**config.mk**
```make
export PLATFORM = sky130hd
export DESIGN_NAME = lif_layer_tdm
export DESIGN_NICKNAME = d
export VERILOG_FILES = /design/src/rtl/lif_layer_tdm.sv
export SDC_FILE = /design/constraint.sdc
export NUM_CORES = 1
export LEC_CHECK = 0
export CAP_MARGIN = 5
export CORE_ASPECT_RATIO = 1.75
export CORE_UTILIZATION = 40
export CTS_BUF_LIST = sky130_fd_sc_hd__clkbuf_8 sky130_fd_sc_hd__clkbuf_16
export DETAILED_ROUTE_END_ITERATION = 6
export PLACE_DENSITY = 0.59
export SETUP_SLACK_MARGIN = 0.1
export SKIP_LAST_GASP = 1
export SLEW_MARGIN = 0
export SYNTH_ARGS = -nofsm -noshare
export SYNTH_HDL_FRONTEND = slang
export SYNTH_SLANG_ARGS = --single-unit
```
**constraint.sdc**
```tcl
create_clock -name clk -period 11.6 [get_ports clk]
set_input_delay 1.16 -clock clk [delete_from_list [all_inputs] [get_ports clk]]
set_output_delay 1.16 -clock clk [all_outputs]
set_load 0.005 [all_outputs]
```
**src/rtl/lif_layer_tdm.sv**
```systemverilog
// lif_layer_tdm: a layer of NEURONS leaky-integrate-and-fire neurons sharing
// one update datapath, one neuron per clock.  Binary weights are shifted in
// a byte at a time while idle; each accepted input vector is one timestep and
// yields a spike vector over a valid/ready handshake.
//
// Build option: define REFRACTORY_EN to add per-neuron refractory counters
// (REFRACT_STEPS timesteps of suppressed input and firing after a spike).
//
// state  | meaning
// S_IDLE | accepting weight bytes or a new input vector
// S_RUN  | updating neuron r_idx this cycle
// S_OUT  | spike vector held on out_spikes until out_ready
module lif_layer_tdm #(
    parameter int INPUTS        = 8,
    parameter int NEURONS       = 4,
    parameter int U_BITS        = 8,
    parameter int REFRACT_STEPS = 2
) (
    input  logic                clk,
    input  logic                rst_n,
    input  logic                cfg_we,
    input  logic [7:0]          cfg_data,
    input  logic [U_BITS-1:0]   cfg_threshold,
    input  logic [2:0]          cfg_shift,
    input  logic                in_valid,
    output logic                in_ready,
    input  logic [INPUTS-1:0]   in_x,
    output logic                out_valid,
    input  logic                out_ready,
    output logic [NEURONS-1:0]  out_spikes
);

    localparam int SW    = NEURONS * INPUTS;
    localparam int IW    = $clog2(NEURONS);
    localparam int VW    = U_BITS + 2;
    localparam int CW    = $clog2(INPUTS + 1);
    localparam int MAX_I = (1 << (U_BITS - 1)) - 1;
    localparam int MIN_I = -(1 << (U_BITS - 1));
    localparam logic signed [VW-1:0] V_MAX = VW'(MAX_I);
    localparam logic signed [VW-1:0] V_MIN = VW'(MIN_I);
    localparam logic [IW-1:0] IDX_LAST = IW'(NEURONS - 1);

    if ((SW % 8) != 0) begin : g_bad_store
        $error("lif_layer_tdm: NEURONS*INPUTS must be a multiple of 8");
    end
    if (NEURONS < 2) begin : g_bad_neurons
        $error("lif_layer_tdm: NEURONS must be at least 2");
    end
    if (CW >= VW) begin : g_bad_width
        $error("lif_layer_tdm: INPUTS too large for the membrane datapath");
    end
    if (REFRACT_STEPS < 0) begin : g_bad_refract
        $error("lif_layer_tdm: REFRACT_STEPS must not be negative");
    end

    typedef enum logic [1:0] {S_IDLE, S_RUN, S_OUT} state_t;

    state_t                    r_state;
    state_t                    w_state_nxt;
    logic                      w_in_ready;
    logic                      w_out_valid;
    logic                      w_accept;

    logic [SW-1:0]             r_store;
    logic [SW-1:0]             w_store_shifted;
    logic [INPUTS-1:0]         r_x;
    logic [U_BITS-1:0]         r_thr;
    logic [2:0]                r_shift;
    logic [IW-1:0]             r_idx;
    logic [NEURONS-1:0]        r_spikes;
    logic signed [U_BITS-1:0]  r_mem [NEURONS];

    logic [INPUTS-1:0]         w_weight;
    logic [CW-1:0]             w_sum;
    logic signed [U_BITS-1:0]  w_u;
    logic signed [VW-1:0]      w_u_ext;
    logic signed [VW-1:0]      w_leak;
    logic signed [VW-1:0]      w_sum_eff;
    logic signed [VW-1:0]      w_v_raw;
    logic signed [VW-1:0]      w_v_sat;
    logic signed [VW-1:0]      w_thr_ext;
    logic [U_BITS-1:0]         w_u_nxt;
    logic                      w_spike;
    logic                      w_refr;

    assign in_ready   = w_in_ready;
    assign out_valid  = w_out_valid;
    assign out_spikes = r_spikes;
    assign w_accept   = in_valid && w_in_ready;

    // New weight byte enters at the bottom; the oldest byte falls off the top.
    if (SW == 8) begin : g_store_byte
        assign w_store_shifted = cfg_data;
    end else begin : g_store_wide
        assign w_store_shifted = {r_store[SW-9:0], cfg_data};
    end

    // State register.
    always_ff @(posedge clk) begin
        if (!rst_n) r_state <= S_IDLE;
        else        r_state <= w_state_nxt;
    end

    // Next-state logic: one RUN cycle per neuron, then hold in OUT until consumed.
    always_comb begin
        w_state_nxt = r_state;
        case (r_state)
            S_IDLE:  if (w_accept) w_state_nxt = S_RUN;
            S_RUN:   if (r_idx == IDX_LAST) w_state_nxt = S_OUT;
            S_OUT:   if (out_ready) w_state_nxt = S_IDLE;
            default: w_state_nxt = S_IDLE;
        endcase
    end

    // FSM outputs: a weight write takes priority over a simultaneous input.
    always_comb begin
        w_in_ready  = (r_state == S_IDLE) && !cfg_we;
        w_out_valid = (r_state == S_OUT);
    end

    // Weight store and per-timestep operand latches.
    always_ff @(posedge clk) begin
        if (!rst_n) begin
            r_store <= '0;
            r_x     <= '0;
            r_thr   <= '0;
            r_shift <= '0;
        end else begin
            if (r_state == S_IDLE && cfg_we) r_store <= w_store_shifted;
            if (w_accept) begin
                r_x     <= in_x;
                r_thr   <= cfg_threshold;
                r_shift <= cfg_shift;
            end
        end
    end

    assign w_weight = r_store[int'(r_idx)*INPUTS +: INPUTS];
    assign w_u      = r_mem[r_idx];

    // Synaptic input of the current neuron: count of active inputs with a set weight.
    always_comb begin
        w_sum = '0;
        for (int i = 0; i < INPUTS; i++) begin
            w_sum = w_sum + CW'(w_weight[i] & r_x[i]);
        end
    end

    // Leak, integrate, saturate, fire; membrane resets by subtracting the threshold.
    always_comb begin
        w_u_ext   = {{2{w_u[U_BITS-1]}}, w_u};
        w_leak    = (r_shift == 3'd0) ? '0 : (w_u_ext >>> r_shift);
        w_sum_eff = w_refr ? '0 : signed'({{(VW-CW){1'b0}}, w_sum});
        w_v_raw   = w_u_ext - w_leak + w_sum_eff;
        if (w_v_raw > V_MAX)      w_v_sat = V_MAX;
        else if (w_v_raw < V_MIN) w_v_sat = V_MIN;
        else                      w_v_sat = w_v_raw;
        w_thr_ext = signed'({2'b00, r_thr});
        w_spike   = (w_v_sat >= w_thr_ext) && !w_refr;
        w_u_nxt   = w_spike ? (w_v_sat[U_BITS-1:0] - r_thr) : w_v_sat[U_BITS-1:0];
    end

    // Neuron index, membrane write-back and spike bit capture.
    always_ff @(posedge clk) begin
        if (!rst_n) begin
            for (int n = 0; n < NEURONS; n++) r_mem[n] <= '0;
            r_idx    <= '0;
            r_spikes <= '0;
        end else if (w_accept) begin
            r_idx <= '0;
        end else if (r_state == S_RUN) begin
            r_mem[r_idx]    <= signed'(w_u_nxt);
            r_spikes[r_idx] <= w_spike;
            if (r_idx != IDX_LAST) r_idx <= r_idx + IW'(1);
        end
    end

`ifdef REFRACTORY_EN
    localparam int RW = $clog2(REFRACT_STEPS + 1);

    if (REFRACT_STEPS < 1) begin : g_bad_refract_en
        $error("lif_layer_tdm: REFRACT_STEPS must be at least 1 with refractory enabled");
    end

    logic [RW-1:0] r_refr [NEURONS];

    assign w_refr = (r_refr[r_idx] != '0);

    // Refractory counters: reload on a spike, count down one per timestep otherwise.
    always_ff @(posedge clk) begin
        if (!rst_n) begin
            for (int n = 0; n < NEURONS; n++) r_refr[n] <= '0;
        end else if (r_state == S_RUN) begin
            if (w_spike)     r_refr[r_idx] <= RW'(REFRACT_STEPS);
            else if (w_refr) r_refr[r_idx] <= r_refr[r_idx] - RW'(1);
        end
    end
`else
    assign w_refr = 1'b0;
`endif

endmodule

```
==> results.toml <==
[critical_path]
ff2ff_setup_slack_ns = 2.17
required_ns = 11.76
r2r-start = "r_idx[0]$_SDFFE_PP0P_"
reg2reg_to = "r_mem[2][6]$_SDFFCE_PN0P_"
reg2reg_depth = 27
crit_arrival_ns = 9.59
worstSetupPathType = "reg2reg"
startpoint_type = "register"
worstPathMaxFanout = 16
endpoint_kind = "register"

[final_layout]
final_nets = 681
n_fill_cell = 1280
drive_gt1_share_pct = 6.189
area_growth_pct = 13.20
final_area_um2 = 6232
num_antenna_cells = 0
fin_util_pct = 46.57

[min_path]
hold_start = "r_thr[2]$_SDFFE_PN0P_"
hold_end = "r_thr[2]$_SDFFE_PN0P_"
min_path_type = "reg2reg"
hold_depth = 2

[yosys]
ys_ff_latch = 93
yosysWarnings = 0
synth.area.top_cells = "dfxtp_1 22%, edfxtp_1 17%, nand2_1 10%, a21boi_0 7.1%, ha_1 7.0%"
syn_inst = 593
syn_area_um2 = 5505
syn_avg_cell_area_um2 = 9.284
synth_ff_type = "dfxtp_1"
synth_top_area_cell = "dfxtp_1"
synth_cell_types = 53
syn-num-nets = 665
synth_seq_area_share_pct = 39.64
synth_edf_count = 32
synthArstFlopShare_pct = 0
netlist.area_leader.share_pct = 22.18

[clocking]
ctsResizeCount = 0
path_clk_slew_ns = 0.07
cts_sinks = 93
cts_hold_buffers = 0
cts.path.max_buffers = 2
htreeDepth = 3
postCtsSetupBuffers = 0
root_buffer = "clkbuf_16"
cts_tree = "built"
cts_buffers = 9
clk_latency_ns = 0.34

[drt]
drc = 0
vias_per_cell = 5.504
wl_per_cell_um = 17.19
ant_nets = 0
drt_first_pass_iters = 6
first_iter_violations = 238
dr_total_vias = 4337
wl_um = 13540

[global_route]
overflow = 0
grt_pass1_wl_um = 22310
grtUsageTotal_pct = 20.28
grt_max_degree = 67
antenna_found_initial = 0
grt_pass1_vias = 4478

[timing]
tns_ns = 0
fmax_ghz = 0.1061
worstMarginPinSlew_ns = 1.089
min_period_ns = 9.427
drv_slew = 0
rsz0062_at_grt = "no"
hold_violations = 0
clock_skew_ns = 0.01055
finalSetupViolCount = 0
post-route-period-util_pct = 81.27
slew_headroom_pct = 27.40

[die]
die_w_um = 90.69
ioPinCount = 38
rows = 56
die_area_um2 = 14260
coreArea_um2 = 13380
die_h_um = 157.2
initial_utilization_pct = 41.14

[placement]
dpl_cell_area_um2 = 5948
gp_congestion = 0.9306
port_buffers = 37
hpwl_um = 10400

[status]
outcome = "complete, no violations"

[job]
maxCapViolations = 0
## cell type report
type / instances / area (um^2) / area share [%]
repair buffers: 37 / 365.4 / 5.862
clock inverters: 7 / 58.81 / 0.9436
flip-flops and latches: 93 / 2182 / 35.01
multi-input cells: 445 / 3097 / 49.69
clock buffers: 9 / 225.2 / 3.614
inverters: 23 / 86.33 / 1.385
well taps: 174 / 217.7 / 3.493
## cell families after synthesis
group           Yosys count  synth area share, %
mux                      22                8.046
xor+xnor                 10                1.932
buf+inv                  55                4.114
fa+ha+maj                40                10.32
simple gates            222                17.70
compound gates          151                18.25
flops                    93                39.64
## synthesized netlist by cell type (all sizes together), types with 2 or more instances
master / instances
edfxtp: 32
a211oi: 6
dfxtp: 61
nor2b: 10
a2111oi: 2
a31o: 2
nor2: 21
xor2: 5
o22ai: 6
ha: 31
a21oi: 37
mux2i: 3
o21a: 2
or3: 3
clkbuf: 25
inv: 23
o21ai: 22
nand4: 4
mux2: 3
or4: 2
nor3b: 2
nand4b: 2
nand3: 3
buf: 7
o31ai: 6
a31oi: 2
nand2b: 2
fa: 9
mux4: 16
and2: 8
xnor2: 5
a221oi: 5
a21boi: 53
a21o: 4
nand2: 148
nor3: 13
## registers in the layout, summed over array words and instances, names as in the netlist, named ones only
register / flops
r_mem: 32
r_state: 2
r_idx: 2
r_thr: 8
r_x: 8
out_spikes: 4
r_shift: 3
r_store: 32
## cell usage in the layout (no fill, tap or decap), drive strengths merged, types with 16 or more instances in the layout
cell	count
nand2	148
dfxtp	61
a21boi	53
a21oi	37
clkdlybuf4s50	36
edfxtp	32
ha	31
inv	26
o21ai	22
nor2	21
mux4	16
## worst max path at each step
| stage | start | slack [ns] | to |
|---|---|---|---|
| CTS | r_idx[0]$_SDFFE_PP0P_ | 2.16 | r_mem[2][6]$_SDFFCE_PN0P_ |
| detailed placement | r_idx[0]$_SDFFE_PP0P_ | 2.21 | r_mem[2][6]$_SDFFCE_PN0P_ |
| finish | r_idx[0]$_SDFFE_PP0P_ | 2.17 | r_mem[2][6]$_SDFFCE_PN0P_ |
| floorplan | r_idx[0]$_SDFFE_PP0P_ | 2.91 | r_mem[0][1]$_SDFFCE_PN0P_ |
| global placement | r_idx[0]$_SDFFE_PP0P_ | 2.33 | r_mem[0][7]$_SDFFCE_PN0P_ |
| global route | r_idx[0]$_SDFFE_PP0P_ | 1.55 | r_mem[2][5]$_SDFFCE_PN0P_ |
## critical path, cell delays in order, from the launching register on
cell and delay [ns]:
dfxtp_1 0.80, mux4_2 0.59, nand2_1 0.11, fa_1 0.44, fa_1 0.51, fa_1 0.55
inv_1 0.04, ha_1 0.21, fa_1 0.51, fa_1 0.47, fa_1 0.50, a211oi_1 0.42
nor3_1 0.12, mux2i_1 0.15, a2111oi_2 0.54, or3_1 0.19, ha_1 0.30, inv_1 0.22
a21oi_1 0.11, ha_1 0.26, fa_1 0.38, nor2b_1 0.21, o31ai_1 0.14, a21oi_1 0.21
o31ai_1 0.11, and3b_1 0.38, or4_4 0.59, a21oi_1 0.19
## per-layer routing
layer	vias up	GRT usage (%)	wire, um
li1	2137	-	-
met1	2068	20.13	5023
met2	97	40.04	7536
met3	35	2.657	358
met4	0	10.91	624
met5	-	0	0
## per-stage QoR
stage	hold WS (ns)	worst slack, ns	cells
2_1_floorplan	0.4388	2.911	593
3_3_place_gp	0.4505	2.329	772
3_5_place_dp	0.4628	2.211	772
4_1_cts	0.4717	2.162	788
5_1_grt	0.4917	1.549	788
6_report	0.4687	2.173	788
Power is not shown: default switching activity piles up to over one toggle a cycle in this logic, so the estimate is an artifact.
